$ cat config.mk
export PLATFORM = sky130hd
export DESIGN_NAME = thread_scheduler
export DESIGN_NICKNAME = d
export VERILOG_FILES = /design/src/rtl/sched_pkg.sv /design/src/rtl/rr_arbiter4.sv /design/src/rtl/thread_scheduler.sv
export SDC_FILE = /design/constraint.sdc
export NUM_CORES = 1
export LEC_CHECK = 0
export CORE_ASPECT_RATIO = 0.75
export CORE_MARGIN = 4
export CORE_UTILIZATION = 51
export DETAILED_ROUTE_END_ITERATION = 6
export PLACE_DENSITY = 0.81
export REMOVE_ABC_BUFFERS = 1
export SKIP_CTS_REPAIR_TIMING = 1
export SYNTH_ARGS = -nofsm -noshare
export SYNTH_HDL_FRONTEND = slang
export SYNTH_SLANG_ARGS = --single-unit
$ cat constraint.sdc
create_clock -name clk -period 2.5 [get_ports clk]
set_input_delay 0.5 -clock clk [delete_from_list [all_inputs] [get_ports clk]]
set_output_delay 0.5 -clock clk [all_outputs]
set_load 0.02 [all_outputs]
$ cat src/rtl/sched_pkg.sv
// sched_pkg: shared thread-scheduler types, bank mapping and one-hot helpers
package sched_pkg;

    localparam int NUM_THREADS = 4;

    typedef enum logic {RUN, HOLD} state_e;

    function automatic logic bank_of(input logic [1:0] t);
        return 1'(t & 2'd1);
    endfunction

    function automatic logic [3:0] onehot4_enc(input logic [1:0] t);
        return 4'b0001 << t;
    endfunction

    function automatic logic [1:0] onehot4_dec(input logic [3:0] oh);
        return {oh[3] | oh[2], oh[3] | oh[1]};
    endfunction

endpackage

$ cat src/rtl/rr_arbiter4.sv
// rr_arbiter4: combinational 4-way round-robin arbiter, search starts after ptr_i
module rr_arbiter4 (
    input  logic [3:0] req_i,
    input  logic [1:0] ptr_i,
    output logic [3:0] gnt_o,
    output logic       found_o
);

    logic [1:0] idx;

    // walk ptr+1 .. ptr+4 and grant the first requester
    always_comb begin
        gnt_o   = '0;
        found_o = 1'b0;
        idx     = '0;
        for (int i = 1; i <= 4; i++) begin
            idx = ptr_i + 2'(i);
            if (!found_o && req_i[idx]) begin
                gnt_o[idx] = 1'b1;
                found_o    = 1'b1;
            end
        end
    end

endmodule

$ cat src/rtl/thread_scheduler.sv
// thread_scheduler: bank-conflict-aware round-robin issue scheduler; SCHED_BANK_ALT_EN enables bank-alternation preference
module thread_scheduler
    import sched_pkg::*;
#(
    parameter int CNT_W = 16
) (
    input  logic                   clk,
    input  logic                   reset,
    input  logic [NUM_THREADS-1:0] thread_en,
    input  logic [NUM_THREADS-1:0] thread_stall,
    input  logic                   ctrl_MEM,
    input  logic [NUM_THREADS-1:0] thread_sel_MEM,
    input  logic                   pipe_hold,
    output logic [NUM_THREADS-1:0] thread_sel_ID,
    output logic                   issue_valid,
    output logic [CNT_W-1:0]       conflict_cnt,
    output logic [CNT_W-1:0]       bubble_cnt
);

    state_e           state_q, state_d;
    logic [3:0]       sel_q, sel_d;
    logic [1:0]       last_q, last_d;
    logic [CNT_W-1:0] conf_q, conf_d, bub_q, bub_d;
    logic [1:0]       wb_bank_busy;
    logic [3:0]       busy_t, cand, elig, req, gnt;
    logic             found, go;

    // a bank being written back this cycle cannot also be read by ID
    always_comb begin
        wb_bank_busy = {2{ctrl_MEM}} & (thread_sel_MEM[1:0] | thread_sel_MEM[3:2]);
        busy_t = '0;
        for (int t = 0; t < 4; t++) busy_t[t] = wb_bank_busy[bank_of(2'(t))];
        cand = thread_en & ~thread_stall;
        elig = cand & ~busy_t;
`ifdef SCHED_BANK_ALT_EN
        req = |(elig & (last_q[0] ? 4'b0101 : 4'b1010)) ? elig & (last_q[0] ? 4'b0101 : 4'b1010) : elig;
`else
        req = elig;
`endif
    end

    rr_arbiter4 u_arb (
        .req_i   (req),
        .ptr_i   (last_q),
        .gnt_o   (gnt),
        .found_o (found)
    );

    // issue FSM: arbitrate whenever the front end is not frozen, otherwise hold everything
    always_comb begin
        state_d = state_q;
        case (state_q)
            RUN:     if (pipe_hold) state_d = HOLD;
            HOLD:    if (!pipe_hold) state_d = RUN;
            default: state_d = RUN;
        endcase
        go     = !pipe_hold;
        sel_d  = go ? gnt : sel_q;
        last_d = go && found ? onehot4_dec(gnt) : last_q;
        conf_d = go && |(cand & busy_t) && !(&conf_q) ? conf_q + 1'b1 : conf_q;
        bub_d  = go && !found && |thread_en && !(&bub_q) ? bub_q + 1'b1 : bub_q;
    end

    // state, selection, pointer and counter registers
    always_ff @(posedge clk) begin
        if (reset) begin
            state_q <= RUN;
            sel_q   <= '0;
            last_q  <= 2'd3;
            conf_q  <= '0;
            bub_q   <= '0;
        end else begin
            state_q <= state_d;
            sel_q   <= sel_d;
            last_q  <= last_d;
            conf_q  <= conf_d;
            bub_q   <= bub_d;
        end
    end

    assign thread_sel_ID = sel_q;
    assign issue_valid   = |sel_q;
    assign conflict_cnt  = conf_q;
    assign bubble_cnt    = bub_q;

    a_sel_mem_onehot: assert property (@(posedge clk) disable iff (reset)
        ctrl_MEM |-> $onehot(thread_sel_MEM));

endmodule

== After elaboration in Yosys (flattened, before gate mapping) ==
Cells that the tools add are included.
Word-level totals
  bits of input ports: 16
  logic and storage cells: 78
  register bits after elaboration: 38
Operators by class
  multiplexer cells: 24
  add/subtract/negate cells: 5
  bitwise logic cells: 12
  magnitude comparators: 8
  reduce and logical (&&, ||, !) cells: 25
Operators by type and width (number)
  $add 16x1->16 const B: 2
  $reduce_and 16->1: 2
  $mux 4: 4
  $logic_and 1x1->1: 13
  $and 4x4->4: 3
  $lt 2x3->1 const B: 4
  $mux 1: 12
  $or 4x4->4: 3
  $reduce_or 4->1: 3
  $bmux 1 s2: 4
  $demux 1 s2: 4
  $ge 2x1->1 const B: 4
  $not 4->4: 2
  $logic_not 1->1: 7
  $add 2x2->2 const B: 2
  $add 2x1->2 const B: 1
  $and 2x2->2: 1
  $or 1x1->1: 2
  $or 2x2->2: 1

== Longest topological paths before layout ==
  word-level depth: 20
  gate-level depth with buffers: 9
  mapped depth without buffers: 7

== Hierarchy ==
Synthesis repeated with hierarchy kept, for this count alone.
Unflattened totals
  cells, all modules: 284
  area total of the unflattened synthesis: 2363.5 um2
By module, submodules not included
  thread_scheduler: cells each 236, area an instance 1948.1 um2, instances 1
  rr_arbiter4: cells each 48, area an instance 415.4 um2, instances 1

== Worst setup path before layout ==
OpenSTA, ideal clock, no wires.
  path kind: register to register
  from: register last_q[1]
  to: register last_q[0]
  data arrival time: 2.171 ns
  stages on the path, launching flop included: 8
  setup slack: 0.270 ns
  period minus slack after synthesis: 2.230 ns
  cells stage by stage: dfxtp_1 -> inv_1 -> ha_1 -> mux4_2 -> a2111oi_1 -> a211oi_1 -> o21ai_1 -> o32a_1
On the way
  cells in the longest elaborated chain, start to end: 14
  elaborated cells between the ends (all ways): 50
  those cells by class: add/sub: 3; order compare: 8; mux: 24; bitwise: 4; reduce/logical: 11
RTL lines
  start, declared: RTL line thread_scheduler.sv:22  | logic [1:0] last_q, last_d;
  start signal, assigned: RTL line thread_scheduler.sv:75  | last_q <= last_d;
  branches (longest 14 deep; another with $lt 2x3->1)
Several ways; the timed one is not identified. The select of a mux whose other input is x is not followed.
A chain may end at the register's enable or synchronous reset.

== Worst setup path in the final report ==
  from: input thread_stall[2]
  to: register last_q[1]
On the way
  cells in the longest elaborated chain, start to end: 16
  elaborated cells between the ends (all ways): 30
  those cells by class: mux: 16; bitwise: 7; reduce/logical: 7
RTL lines
  start, declared: RTL line thread_scheduler.sv:10  | input logic [NUM_THREADS-1:0] thread_stall,
  $not 4->4 *: RTL line thread_scheduler.sv:33  | cand = thread_en & ~thread_stall;
  $and 4x4->4 *: RTL line thread_scheduler.sv:33
  $and 4x4->4 *: RTL line thread_scheduler.sv:34  | elig = cand & ~busy_t;
  $bmux 1 s2: RTL line rr_arbiter4.sv:18  | if (!found_o && req_i[idx]) begin
  $mux 1 (implied by the code): RTL line rr_arbiter4.sv:18
  $mux 1: RTL line rr_arbiter4.sv:18
  $logic_not 1->1: RTL line rr_arbiter4.sv:18
  $logic_and 1x1->1: RTL line rr_arbiter4.sv:18
  $mux 1: RTL line rr_arbiter4.sv:18
  $logic_not 1->1: RTL line rr_arbiter4.sv:18
  $logic_and 1x1->1: RTL line rr_arbiter4.sv:18
  $mux 1: RTL line rr_arbiter4.sv:18
  $logic_not 1->1: RTL line rr_arbiter4.sv:18
  $logic_and 1x1->1: RTL line rr_arbiter4.sv:18
  $mux 4 or $mux 1 (tied branches): RTL line rr_arbiter4.sv:18
  $or 1x1->1 or $logic_and 1x1->1 (tied branches): RTL line sched_pkg.sv:17, thread_scheduler.sv:59
Every way passes the cells marked *; elsewhere a longest branch is shown, timed or not. The select of a mux whose other input is x is not followed.

==> results.toml <==
[finish]
area_growth_pct = 35.5
final_common_cell = "clkdlybuf4s50_1"
design_area_sq_um = 3190
mostFrequentLayoutCells = "52 x clkdlybuf4s50_1, 39 x nor2_1, 38 x dfxtp_1"
antenna_cells = 0
drive_gt1_share_pct = 12.2
fin_nets = 379
fin_cells = 409

[placed_design]
gp_congestion = 0.925
dp.cells = 403
hpwl_mm = 4.26
post-place-ws_ns = -0.142
io_buffers = 52
place_area_sq_um = 3090

[critical_path]
end_kind = "register"
critPathBufInv = 1
critPathTopFamily = "compound AO/OA/AOI/OAI gates"
critPathRequiredTime_ns = 2.72
crit_path_max_fanout = 6
slowest_delay_ns = 0.53
worstSetupPathType = "input pin to register"
slowest_stage = "mux4_2"
crit_chain = "clkdlybuf4s50_1 > nand2b_1 > mux4_2 > a2111oi_2 > a211oi_2 > o21ai_1 > o32a_1"
crit_arrival_ns = 2.62
start_kind = "input pin"

[clock_tree]
clk_pin_slew_worst_paths_ns = 0.07
htree_levels = 2
insertion_delay_ns = 0.28
cts_tree = "built"
clock_sinks = 38
clock-root-buffer = "clkbuf_8"
cts_buffers = 5
clock_path_buffers = 2

[detailed_routing]
wire_per_inst_microns = 13.9
first_pass_iters = 4
num_vias = 2287
drc = 0
ant_nets = 0
drtIter0Drc = 149
wl_mm = 5.70
vias_per_cell = 5.59

[floorplan]
die_area_sq_um = 5780
core_region_area_sq_um = 4470
num_io_pins = 53
dieWidth_microns = 86.5
die_y_microns = 66.9
rows = 21
start_util_pct = 52.7

[yosys]
ys_seq_area_share_pct = 32.3
async_flop_share_pct = 0
syn_area_sq_um = 2360
yosys-mux-area-fraction_pct = 3.72
synthFlopType = "dfxtp_1"
synthAdderAreaFrac_pct = 5.31
synth_top_family_by_area = "simple AND/OR/NAND/NOR gates"
syn_inst = 281
synth_edf_count = 0
synth_compound_gate_area_share_pct = 12.5
syn_avg_cell_area_sq_um = 8.38
yosysWarnings = 0
synth.ff_latch_count = 38
synth-xor-area-share_pct = 10.8
yosysUniqueCellTypes = 53
synth_simple_gate_area_share_pct = 32.0

[sta]
whs_ns = 0.520
max_freq_mhz = 417
rsz0062_at_grt = "no"
worst_slew_pin_slew_ns = 0.616
period_share_pct = 95.8
clock_skew_ns = 0.00434
period_minus_slack_ns = 2.40
setup_ws_ns = 0.104
maxSlewViolCount = 0
relSlewSlack_pct = 58.6
finalSetupViolations = 0
finalHoldViolCount = 0

[power]
peakVddDrop_mv = 0.311
leakage_nw = 1.10
powerDensity_nw_per_um2 = 442
total_power_mw = 1.41

[global_route]
grt_max_degree = 27
grt_pass1_wl_mm = 9.76
grt_pass1_vias = 2119
antenna_found_initial = 0
grt.total_usage_pct = 20.9
overflow = 0

[worst_hold_path]
worstHoldPathType = "register to register"

[run]
maxCapViolCount = 0

[outcome]
status = "finished clean"
[final timing paths]
kind                                 start                       endpoint  slack [ns]  depth (start not counted)
min          thread_sel_ID[0]$_SDFFE_PP0N_  thread_sel_ID[0]$_SDFFE_PP0N_        0.52                          2
max reg2reg         last_q[1]$_SDFFE_PP1P_         last_q[1]$_SDFFE_PP1P_        0.20                          7
max                        thread_stall[2]         last_q[1]$_SDFFE_PP1P_        0.10                          7
min reg2reg  thread_sel_ID[0]$_SDFFE_PP0N_  thread_sel_ID[0]$_SDFFE_PP0N_        0.52                          2
[power by group]
| group | leakage [nW] | internal, mW | switching [mW] |
|---|---|---|---|
| Sequential | 0.308 | 0.621 | 0.0131 |
| Clock | 0.0431 | 0.213 | 0.198 |
| Combinational | 0.747 | 0.174 | 0.191 |
| Total | 1.10 | 1.01 | 0.402 |
[synth_stat cells (4+ instances only)]
| cell | n | area [sq um] |
|---|---|---|
| a21oi_1 | 7 | 35.0 |
| and2_1 | 4 | 25.0 |
| clkbuf_1 | 7 | 26.3 |
| dfxtp_1 | 38 | 761 |
| ha_1 | 10 | 125 |
| inv_1 | 11 | 41.3 |
| nand2_1 | 12 | 45.0 |
| nand2b_1 | 5 | 31.3 |
| nand3_1 | 14 | 70.1 |
| nand4_1 | 9 | 56.3 |
| nor2_1 | 39 | 146 |
| nor2b_1 | 6 | 37.5 |
| nor3_1 | 21 | 105 |
| nor3b_1 | 6 | 45.0 |
| o21ai_0 | 5 | 25.0 |
| xnor2_1 | 22 | 193 |
| xor2_1 | 7 | 61.3 |
[sequential cells by signal (all words and copies together), names as in the netlist]
register / count
conflict_cnt: 16
bubble_cnt: 16
last_q: 2
thread_sel_ID: 4
[layout make-up]
class | count | area, sq um
multi-input combinational | 223 | 1540
fill | 359 | 1270
sequential | 38 | 761
timing repair buffer | 74 | 698
clock buffer | 6 | 82.6
tap | 57 | 71.3
inverter | 11 | 41.3
[worst reg2reg max path: stages, from the launching register on]
cell       delay (ns)
dfxtp_1          0.33
inv_1            0.11
ha_1             0.35
mux4_2           0.55
a2111oi_2        0.33
a211oi_2         0.08
o21ai_1          0.27
o32a_1           0.23
[per-stage QoR]
stage / utilization [%] / TNS [ns]
after floorplan: - / 0
after global placement: 69.1 / -0.362
after detailed placement: 69.1 / -0.562
after CTS: 71.0 / 0
after global routing: 71.5 / 0
final: 71.5 / 0
[kinds of logic (layout without fill, tap and decap cells)]
group | count (synthesis) | in the layout
fa+ha+maj | 10 | 10
flops | 38 | 38
buf+inv | 20 | 91
mux | 5 | 5
simple gates | 139 | 139
xor+xnor | 29 | 29
compound gates | 40 | 40
[layer usage]
| layer | GRT usage [%] | up-vias | share of wire [%] | routed length (microns) |
|---|---|---|---|---|
| met1 | 29.8 | 1042 | 49 | 2790 |
| met5 | 0 | - | 0 | 0 |
| met4 | 5.84 | 0 | 1.2 | 68 |
| li1 | - | 1158 | - | - |
| met2 | 31.7 | 77 | 45 | 2540 |
| met3 | 4.57 | 10 | 5.3 | 304 |
No activity file was read; power rests on OpenSTA's default activity.
